File: src/rtl/mem_port_arbiter.sv
// mem_port_arbiter: shares one single-port unified RAM between the IF
// (read-only) and MEM (read/write) pipeline stages.
// Each access is one request/ready handshake to the RAM. The winning
// requester gets registered read data and a one-cycle ack. A saturating
// wait counter aborts a stuck access after WAIT_MAX busy cycles and sets a
// sticky timeout flag.
// Optional macro ARB_RR_EN: round-robin between IF and MEM when both
// request at once. When it is undefined, MEM always wins (the older
// instruction goes first).
module mem_port_arbiter #(
  parameter int ADDR_W   = 32,
  parameter int DATA_W   = 32,
  parameter int WAIT_MAX = 15   // 1..255
) (
  input  logic              clk_i,
  input  logic              rst_i,        // asynchronous, active low
  input  logic              if_req_i,
  input  logic [ADDR_W-1:0] if_addr_i,
  output logic [DATA_W-1:0] if_rdata_o,
  output logic              if_ack_o,
  input  logic              mem_req_i,
  input  logic              mem_we_i,
  input  logic [ADDR_W-1:0] mem_addr_i,
  input  logic [DATA_W-1:0] mem_wdata_i,
  output logic [DATA_W-1:0] mem_rdata_o,
  output logic              mem_ack_o,
  output logic              ram_req_o,
  output logic              ram_we_o,
  output logic [ADDR_W-1:0] ram_addr_o,
  output logic [DATA_W-1:0] ram_wdata_o,
  input  logic [DATA_W-1:0] ram_rdata_i,
  input  logic              ram_ready_i,
  output logic              stall_o,
  output logic              timeout_o
);

  typedef enum logic [1:0] {
    IDLE     = 2'd0,
    BUSY_IF  = 2'd1,
    BUSY_MEM = 2'd2
  } state_t;

  // last_grant encoding: the reset value 0 means MEM was granted last.
  localparam logic LG_MEM = 1'b0;
  localparam logic LG_IF  = 1'b1;

  state_t            r_state;
  state_t            w_state_nxt;
  logic              r_last_grant;
  logic [7:0]        r_cnt;
  logic              r_if_ack;
  logic              r_mem_ack;
  logic [DATA_W-1:0] r_if_rdata;
  logic [DATA_W-1:0] r_mem_rdata;
  logic              r_ram_req;
  logic              r_ram_we;
  logic [ADDR_W-1:0] r_ram_addr;
  logic [DATA_W-1:0] r_ram_wdata;
  logic              r_timeout;

  logic w_if_req_m;
  logic w_mem_req_m;
  logic w_pick_mem;
  logic w_cnt_expired;
  logic w_grant_if;
  logic w_grant_mem;
  logic w_done;
  logic w_abort;

  // A requester whose ack is showing this cycle has already been served.
  // Its request is masked so that it is not granted a second time.
  assign w_if_req_m  = if_req_i  & ~r_if_ack;
  assign w_mem_req_m = mem_req_i & ~r_mem_ack;

`ifdef ARB_RR_EN
  // On a tie, the requester that was not granted last wins.
  assign w_pick_mem = w_mem_req_m & (~w_if_req_m | (r_last_grant == LG_IF));
`else
  // Fixed priority: MEM holds the older instruction, so it always wins.
  assign w_pick_mem = w_mem_req_m;
`endif

  // The edge that ends the WAIT_MAX-th busy cycle without ready aborts.
  assign w_cnt_expired = (int'(r_cnt) + 1) >= WAIT_MAX;

  // Next-state and per-cycle control decode.
  always_comb begin
    // NOTE: every signal assigned in this block gets a default first, so
    // no path leaves one unassigned and no latch is inferred.
    w_state_nxt = r_state;
    w_grant_if  = 1'b0;
    w_grant_mem = 1'b0;
    w_done      = 1'b0;
    w_abort     = 1'b0;
    case (r_state)
      IDLE: begin
        if (w_pick_mem) begin
          w_state_nxt = BUSY_MEM;
          w_grant_mem = 1'b1;
        end else if (w_if_req_m) begin
          w_state_nxt = BUSY_IF;
          w_grant_if  = 1'b1;
        end
      end
      BUSY_IF, BUSY_MEM: begin
        if (ram_ready_i) begin
          w_state_nxt = IDLE;
          w_done      = 1'b1;
        end else if (w_cnt_expired) begin
          w_state_nxt = IDLE;
          w_abort     = 1'b1;
        end
      end
      default: w_state_nxt = IDLE;
    endcase
  end

  // State register.
  always_ff @(posedge clk_i or negedge rst_i) begin
    // NOTE: sequential state uses non-blocking assignments, so every
    // register samples values from before the edge.
    if (!rst_i) r_state <= IDLE;
    else        r_state <= w_state_nxt;
  end

  // Wait counter and grant history. The counter clears on a grant and
  // saturates rather than wrapping.
  always_ff @(posedge clk_i or negedge rst_i) begin
    if (!rst_i) begin
      r_cnt        <= '0;
      r_last_grant <= LG_MEM;
    end else if (w_grant_mem || w_grant_if) begin
      r_cnt        <= '0;
      r_last_grant <= w_grant_mem ? LG_MEM : LG_IF;
    end else if (r_state != IDLE && r_cnt != 8'hFF) begin
      r_cnt <= r_cnt + 8'd1;
    end
  end

  // RAM command registers. They latch on a grant, hold steady while busy,
  // and drop the request when the access completes or aborts.
  always_ff @(posedge clk_i or negedge rst_i) begin
    if (!rst_i) begin
      r_ram_req   <= 1'b0;
      r_ram_we    <= 1'b0;
      r_ram_addr  <= '0;
      r_ram_wdata <= '0;
    end else if (w_grant_mem) begin
      r_ram_req   <= 1'b1;
      r_ram_we    <= mem_we_i;
      r_ram_addr  <= mem_addr_i;
      r_ram_wdata <= mem_wdata_i;
    end else if (w_grant_if) begin
      r_ram_req   <= 1'b1;
      r_ram_we    <= 1'b0;
      r_ram_addr  <= if_addr_i;
      r_ram_wdata <= '0;
    end else if (w_done || w_abort) begin
      r_ram_req   <= 1'b0;
    end
  end

  // Completion: one-cycle acks, captured read data, and the sticky timeout
  // flag. An aborted access returns zero data.
  always_ff @(posedge clk_i or negedge rst_i) begin
    if (!rst_i) begin
      r_if_ack    <= 1'b0;
      r_mem_ack   <= 1'b0;
      r_if_rdata  <= '0;
      r_mem_rdata <= '0;
      r_timeout   <= 1'b0;
    end else begin
      r_if_ack  <= (w_done || w_abort) && (r_state == BUSY_IF);
      r_mem_ack <= (w_done || w_abort) && (r_state == BUSY_MEM);
      if (r_state == BUSY_IF) begin
        if (w_done)       r_if_rdata <= ram_rdata_i;
        else if (w_abort) r_if_rdata <= '0;
      end
      if (r_state == BUSY_MEM) begin
        if (w_done && !r_ram_we) r_mem_rdata <= ram_rdata_i;
        else if (w_abort)        r_mem_rdata <= '0;
      end
      if (w_abort) r_timeout <= 1'b1;
    end
  end

  assign if_ack_o    = r_if_ack;
  assign mem_ack_o   = r_mem_ack;
  assign if_rdata_o  = r_if_rdata;
  assign mem_rdata_o = r_mem_rdata;
  assign ram_req_o   = r_ram_req;
  assign ram_we_o    = r_ram_we;
  assign ram_addr_o  = r_ram_addr;
  assign ram_wdata_o = r_ram_wdata;
  assign timeout_o   = r_timeout;

  // The pipeline stalls while any request is still waiting for its ack.
  assign stall_o = (if_req_i & ~r_if_ack) | (mem_req_i & ~r_mem_ack);

endmodule

File: config.mk
export PLATFORM = sky130hd
export DESIGN_NAME = mem_port_arbiter
export DESIGN_NICKNAME = d
export VERILOG_FILES = /design/src/rtl/mem_port_arbiter.sv
export SDC_FILE = /design/constraint.sdc
export NUM_CORES = 1
export LEC_CHECK = 0
export ABC_CLOCK_PERIOD_IN_PS = 2500
export CAP_MARGIN = 20
export CORE_MARGIN = 3
export CORE_UTILIZATION = 35
export CTS_BUF_LIST = sky130_fd_sc_hd__clkbuf_16
export CTS_CLUSTER_DIAMETER = 80
export DETAILED_ROUTE_END_ITERATION = 8
export DONT_BUFFER_PORTS = 1
export SETUP_SLACK_MARGIN = 0.2
export SKIP_LAST_GASP = 1
export SYNTH_ARGS = -nofsm -noshare
export SYNTH_HDL_FRONTEND = slang
export SYNTH_SLANG_ARGS = --single-unit
File: constraint.sdc
create_clock -name clk_i -period 2.5 [get_ports clk_i]
set_input_delay 0.25 -clock clk_i [delete_from_list [all_inputs] [get_ports clk_i]]
set_output_delay 0.25 -clock clk_i [all_outputs]
set_load 0.01 [all_outputs]
==> results of run 1 <==
## power by group
group	internal, W	switching, W	total (W)	leakage (nW)
clock network	0.00126	0.000970	0.00223	0.252
logic	0.00110	0.00105	0.00215	1.27
registers	0.00336	0.00137	0.00473	1.81
total	0.00571	0.00339	0.00911	3.33
## cell usage after synthesis, types with 2 or more instances
library cell	n
a21oi_1	3
a22o_1	94
a22o_2	3
a41o_1	2
and2_1	4
and3_1	3
buf_2	4
buf_6	9
clkbuf_1	21
dfrtp_1	143
dlygate4sd1_1	2
ha_1	5
inv_1	5
mux2i_1	32
nand2_1	40
nand2b_1	4
nand3_1	6
nor2_1	9
nor2b_1	2
o21ai_0	41
o31ai_1	3
o31ai_4	2
xnor2_1	2
## metal layers
layer / global-route usage / share of wire
met5: 0 / 0
met4: 0.0644 / 0.022
met3: 0.0680 / 0.10
met2: 0.260 / 0.49
met1: 0.197 / 0.39
## stage by stage
step	worst slack [ps]	util	area, um2
after global routing	214	0.451	7290
after global placement	253	0.372	6010
after detailed placement	160	0.374	6040
final	323	0.451	7290
after CTS	239	0.446	7210
after floorplan	442	-	5870
## how the worst max path moves through the flow
stage                         start                           to  slack [ps]
2_1_floorplan  r_cnt[0]$_DFFE_PN0P_    if_rdata_o[0]$_DFFE_PN0P_         440
3_3_place_gp   r_cnt[0]$_DFFE_PN0P_  mem_rdata_o[31]$_DFFE_PN0P_         250
3_5_place_dp   r_cnt[0]$_DFFE_PN0P_  mem_rdata_o[13]$_DFFE_PN0P_         160
4_1_cts        r_cnt[0]$_DFFE_PN0P_  mem_rdata_o[13]$_DFFE_PN0P_         240
5_1_grt        r_cnt[0]$_DFFE_PN0P_   if_rdata_o[19]$_DFFE_PN0P_         210
6_report       r_cnt[0]$_DFFE_PN0P_   if_rdata_o[19]$_DFFE_PN0P_         320
## area by class of cell
class | count | area share
inverter | 5 | 0.00257
timing repair buffer | 79 | 0.114
sequential | 143 | 0.491
clock buffer | 17 | 0.0584
tap | 216 | 0.0371
multi-input combinational | 276 | 0.284
clock inverter | 14 | 0.0127
## timing repair
| item | in CTS | in global routing |
|---|---|---|
| buffers inserted | 0 | 4 |
| gates resized for setup | 1 | 4 |
| gates cloned | 0 | 2 |
| pin swaps | 0 | 3 |
| hold endpoints to repair | 240 | 143 |
| setup endpoints to repair | 32 | 64 |
## state kept, by name, indices dropped and copies added, names as in the netlist
name         cells
ram_we_o         1
ram_addr_o      32
timeout_o        1
r_state          2
ram_req_o        1
mem_ack_o        1
if_ack_o         1
if_rdata_o      32
ram_wdata_o     32
mem_rdata_o     32
r_cnt            8
## kinds of logic (layout without fill, tap and decap cells)
family | count (synthesis) | after routing | share of synthesized area
compound gates | 163 | 163 | 0.222
flops | 143 | 143 | 0.609
simple gates | 73 | 73 | 0.0575
buf+inv | 42 | 115 | 0.0416
mux | 32 | 32 | 0.0545
fa+ha+maj | 5 | 5 | 0.0107
xor+xnor | 3 | 3 | 0.00448
==> flow_summary_export.csv, run 1 <==
group,metric,value,unit
synthesis,ys_async_sr_fraction,1.00,
synthesis,synth_flop_cell,"dfrtp_1",
final_layout,layout_common_cells,"dfrtp_1 (142), a22o_1 (94), dlygate4sd3_1 (65), o21ai_0 (41), nand2_1 (39)",
die,die_x,136,um
setup_path,rr_startpoint,"r_cnt[0]$_DFFE_PN0P_",
sta,fin_crit_sh,0.871,
sta,max_freq,0.459,GHz
synthesis,yosysTopAreaCell,"dfrtp_1",
clock_tree,ctsHoldBuffers,65,
final_layout,diodes,0,
die,core,16200,um2
setup_path,crit_path_top_delay_cell,"dfrtp_2",
final_layout,ff_latch_area,3580,um2
setup_path,critPathMaxStageDelay,410,ps
synthesis,syn_inst,461,
clock_tree,clk_latency,410,ps
grt,grt_pass1_wl,23100,um
setup_path,r2r_slack,320,ps
clock_tree,root_buffer,"clkbuf_16",
sta,report.final.hold_viol_count,143,
route,route.detailed.drc,0,
grt,overflow,0,
setup_path,crit_chain,"inv_1 > ha_1 > o21bai_1 > a221oi_2 > a211oi_2 > buf_4 > o31ai_4 > buf_4 > buf_12 > a22o_1",
pwr,p_per_area,1250,nW/um2
pwr,p_leak,3.33,nW
setup_path,rr_worst_depth,10,
final_layout,num-nets-final,661,
synthesis,ys_seq_elements,143,
synthesis,synthTopCellsByArea,"dfrtp_1 (61%), a22o_1 (14%), mux2i_1 (5.5%), o21ai_0 (3.5%), nand2_1 (2.6%)",
synthesis,synth_area,5870,um2
placement,placedCellCount,648,
sta,rsz0062_at_grt,"no",
setup_path,path_buf_inv,4,
die,io_pins,268,
synthesis,synth_cell_types,45,
worst_hold_path,hold_class,"primary input to asynchronous set/reset pin",
route,vias,4098,
outcome,violations,"negative hold slack",
setup_path,crit_arrival,2520,ps
synthesis,yosysWarnings,0,
sta,drv_slew,0,
final_layout,mostFrequentLayoutCell,"dfrtp_1",
placement,portBuffers,0,
die,die_area,18400,um2
die,fp.dieH,136,um
final_layout,syn_to_final_growth,24.1,%
clock_tree,numCtsBuffers,17,
placement,routabilityCongestion,0.781,
route,firstDrtPassIters,4,
clock_tree,cts_tree,"yes",
route,routed_wl,15400,um
setup_path,crit_cells,10,
outcome,status,"complete, but fails checks",
setup_path,startpoint_type,"flip-flop",
placement,dp_hpwl,10300,um
setup_path,critPathMaxFanout,17,
grt,antenna_found_initial,0,
synthesis,synth_edf_count,0,
clock_tree,cts_max_path_buffers,2,
setup_path,crit_family,"compound AO/OA/AOI/OAI gates",
final_layout,final_cells,750,
grt,grtUsageTotal,0.163,
route,via_per_inst,5.46,
synthesis,synth_top_area_frac,0.609,
synthesis,syn_avg_cell_area,12.7,um2
final_layout,fillers,1472,
setup_path,end_kind,"flip-flop",
die,num_rows,46,
setup_path,r2r-end,"if_rdata_o[19]$_DFFE_PN0P_",
grt,grt_pass1_vias,4132,
final_layout,layout-drive-gt1-share,0.116,
sta,worst_pin_slew,702,ps
sta,finalSetupTns,0,ps
clock_tree,cts_sinks,143,
sta,holdWs,-471,ps
sta,fin_crit,2180,ps
sta,max_slew_margin,0.532,
sta,setup-violations-final,0,
setup_path,required,2850,ps
route,drt_iter0_drc,192,
synthesis,syn_nets,600,
setup_path,crit_top_cell,"buf_4",
final_layout,multi_input_comb_area,2070,um2
pwr,vdd_drop_max,0.518,mV
die,start_util,0.363,
route,ant_nets,0,
grt,grt_start_max_net_pins,144,
pwr,total_power,0.00911,W
sta,fin_skew,10.2,ps
clock_tree,path_clk_slew,60,ps
route,wl_per_cell,20.6,um
clock_tree,cts_htree_levels,4,
synthesis,ys_seq_area_frac,0.609,
setup_path,crit_type,"flip-flop to flip-flop",
run,drv_cap,0,
(Power assumes the default switching activity.)
==> run 2, diff against run 1 <==
--- a/config.mk
+++ b/config.mk
@@ -8,7 +8,7 @@
 export ABC_CLOCK_PERIOD_IN_PS = 2500
 export CAP_MARGIN = 20
 export CORE_MARGIN = 3
-export CORE_UTILIZATION = 35
+export CORE_UTILIZATION = 45
 export CTS_BUF_LIST = sky130_fd_sc_hd__clkbuf_16
 export CTS_CLUSTER_DIAMETER = 80
 export DETAILED_ROUTE_END_ITERATION = 8
==> flow_summary_export.csv, run 2 (same netlist as run 1, synthesis figures left out) <==
group,metric,value,unit
clock_tree,root_buffer,"clkbuf_16",
final_layout,num-nets-final,657,
pwr,p_sw,0.00347,W
sta,max_freq,0.469,GHz
die,core,12700,um2
route,routed_wl,15200,um
sta,setup-violations-final,0,
sta,fin_crit,2130,ps
setup_path,critPathMaxStageDelay,440,ps
route,wl_per_cell,21.6,um
die,fp.dieH,120,um
clock_tree,cts_tree,"yes",
pwr,vdd_drop_max,0.506,mV
setup_path,crit_type,"flip-flop to flip-flop",
final_layout,syn_to_final_growth,22.6,%
route,ant_nets,0,
route,route.detailed.drc,0,
die,start_util,0.463,
final_layout,layout-drive-gt1-share,0.109,
sta,report.final.hold_viol_count,143,
sta,fin_crit_sh,0.853,
grt,grtUsageTotal,0.206,
pwr,power.internal,0.00574,W
grt,grt_start_max_net_pins,144,
route,drt_iter0_drc,277,
pwr,pwr-share-seq,0.514,
sta,rsz0062_at_grt,"no",
sta,holdWs,-476,ps
route,firstDrtPassIters,4,
pwr,p_per_area,1280,nW/um2
setup_path,startpoint_type,"flip-flop",
grt,grt_pass1_wl,23300,um
clock_tree,numCtsBuffers,17,
placement,dp_hpwl,9970,um
placement,routabilityCongestion,0.770,
setup_path,required,2800,ps
route,vias,4120,
setup_path,critPathMaxFanout,33,
clock_tree,clk_latency,410,ps
route,via_per_inst,5.86,
setup_path,crit_arrival,2430,ps
sta,finalSetupTns,0,ps
die,num_rows,41,
die,io_pins,268,
pwr,p_leak,3.31,nW
clock_tree,path_clk_slew,70,ps
placement,portBuffers,0,
final_layout,diodes,0,
final_layout,utilization,0.568,
run,drv_cap,0,
grt,overflow,0,
outcome,status,"complete, but fails checks",
die,die_area,14500,um2
clock_tree,cts_sinks,143,
pwr,p_clk_frac,0.256,
setup_path,end_kind,"flip-flop",
clock_tree,cts_max_path_buffers,2,
final_layout,mostFrequentLayoutCell,"dfrtp_1",
sta,fin_skew,9.79,ps
pwr,switching_share,0.377,
clock_tree,cts_htree_levels,4,
sta,worst_pin_slew,498,ps
sta,max_slew_margin,0.668,
setup_path,crit_path_top_delay_cell,"dfrtp_1",
outcome,violations,"negative hold slack",
final_layout,layout_common_cells,"dfrtp_1 (142), a22o_1 (94), dlygate4sd3_1 (65), o21ai_0 (41), nand2_1 (39)",
pwr,power_frac_comb,0.230,
sta,drv_slew,0,
grt,grt_pass1_vias,4204,
die,die_x,120,um
worst_hold_path,hold_class,"primary input to asynchronous set/reset pin",
grt,antenna_found_initial,0,
setup_path,crit_chain,"ha_1 > and3_1 > nor4_2 > a41oi_2 > o31ai_4 > buf_12 > a22o_2",
clock_tree,ctsHoldBuffers,65,
## run 2: cell types whose count changed in the layout (fill, tap and decap cells not counted), sizes merged
cell / delta
clkinvlp: -1
clkbuf: -1
inv: +3
clkinv: -1
buf: -3
## run 2: worst max-delay path, delay by kind of cell (launching register included)
kind / cells / cell delay (ps)
AND/OR/NAND/NOR: 2 / 400
adder cells (fa/ha/maj): 1 / 280
AO/OA/AOI/OAI: 3 / 710
flip-flops: 1 / 440
buffers and inverters: 1 / 180
## run 2: power by group through the flow
stage               clock network (W)  logic, W  registers (W)
global route                  0.00252   0.00238        0.00484
global placement                    0   0.00190        0.00475
finish                        0.00236   0.00212        0.00473
floorplan                           0   0.00170        0.00440
detailed placement                  0   0.00203        0.00474
CTS                           0.00241   0.00210        0.00473
## run 2: final cells by class
| class | instances | area, um2 |
|---|---|---|
| fill | 1027 | 5470 |
| tap | 172 | 215 |
| multi-input combinational | 276 | 2070 |
| clock inverter | 15 | 126 |
| timing repair buffer | 75 | 763 |
| clock buffer | 17 | 425 |
| sequential | 143 | 3580 |
| inverter | 5 | 18.8 |
## run 2: what timing repair did
action                                  in CTS  in global routing
setup buffers                                0                  2
pin swaps                                    0                  2
endpoints found under the setup margin      32                 64
resized for setup                            2                  3
hold endpoints to repair                   240                143
## run 2: per-stage QoR
step / hold slack, ps / instance area (um2) / power, W / cells / setup WS, ps
final: -476 / 7200 / 0.00921 / 703 / 368
after global placement: -42.7 / 5960 / 0.00665 / 604 / 307
after global routing: -499 / 7200 / 0.00975 / 703 / 243
after detailed placement: -43.3 / 5960 / 0.00676 / 604 / 199
after CTS: -491 / 7180 / 0.00925 / 701 / 266
after floorplan: -45.6 / 5870 / 0.00609 / 461 / 442
## run 2: worst paths after layout
| check | slack, ps | endpoint | start | cells past startpoint |
|---|---|---|---|---|
| worst max-delay path | 370 | if_rdata_o[26]$_DFFE_PN0P_ | r_cnt[1]$_DFFE_PN0P_ | 7 |
| worst min-delay path | -480 | ram_addr_o[19]$_DFFE_PN0N_ | rst_i | 0 |
| worst max register to register | 370 | if_rdata_o[26]$_DFFE_PN0P_ | r_cnt[1]$_DFFE_PN0P_ | 7 |
| worst min register to register | 550 | timeout_o$_DFFE_PN0P_ | timeout_o$_DFFE_PN0P_ | 1 |
| max in group asynchronous | 2720 | ram_wdata_o[31]$_DFFE_PN0N_ | rst_i | 0 |
| min in group clk_i | 40 | mem_ack_o$_DFF_PN0_ | ram_ready_i | 2 |
## run 2: layer usage
layer / vias up / share of wire / global-route usage / wire length [um]
li1: 1825 / - / - / -
met1: 2047 / 0.38 / 0.250 / 5810
met2: 227 / 0.50 / 0.344 / 7680
met3: 21 / 0.096 / 0.0739 / 1460
met4: 0 / 0.017 / 0.0680 / 258
met5: - / 0 / 0 / 0
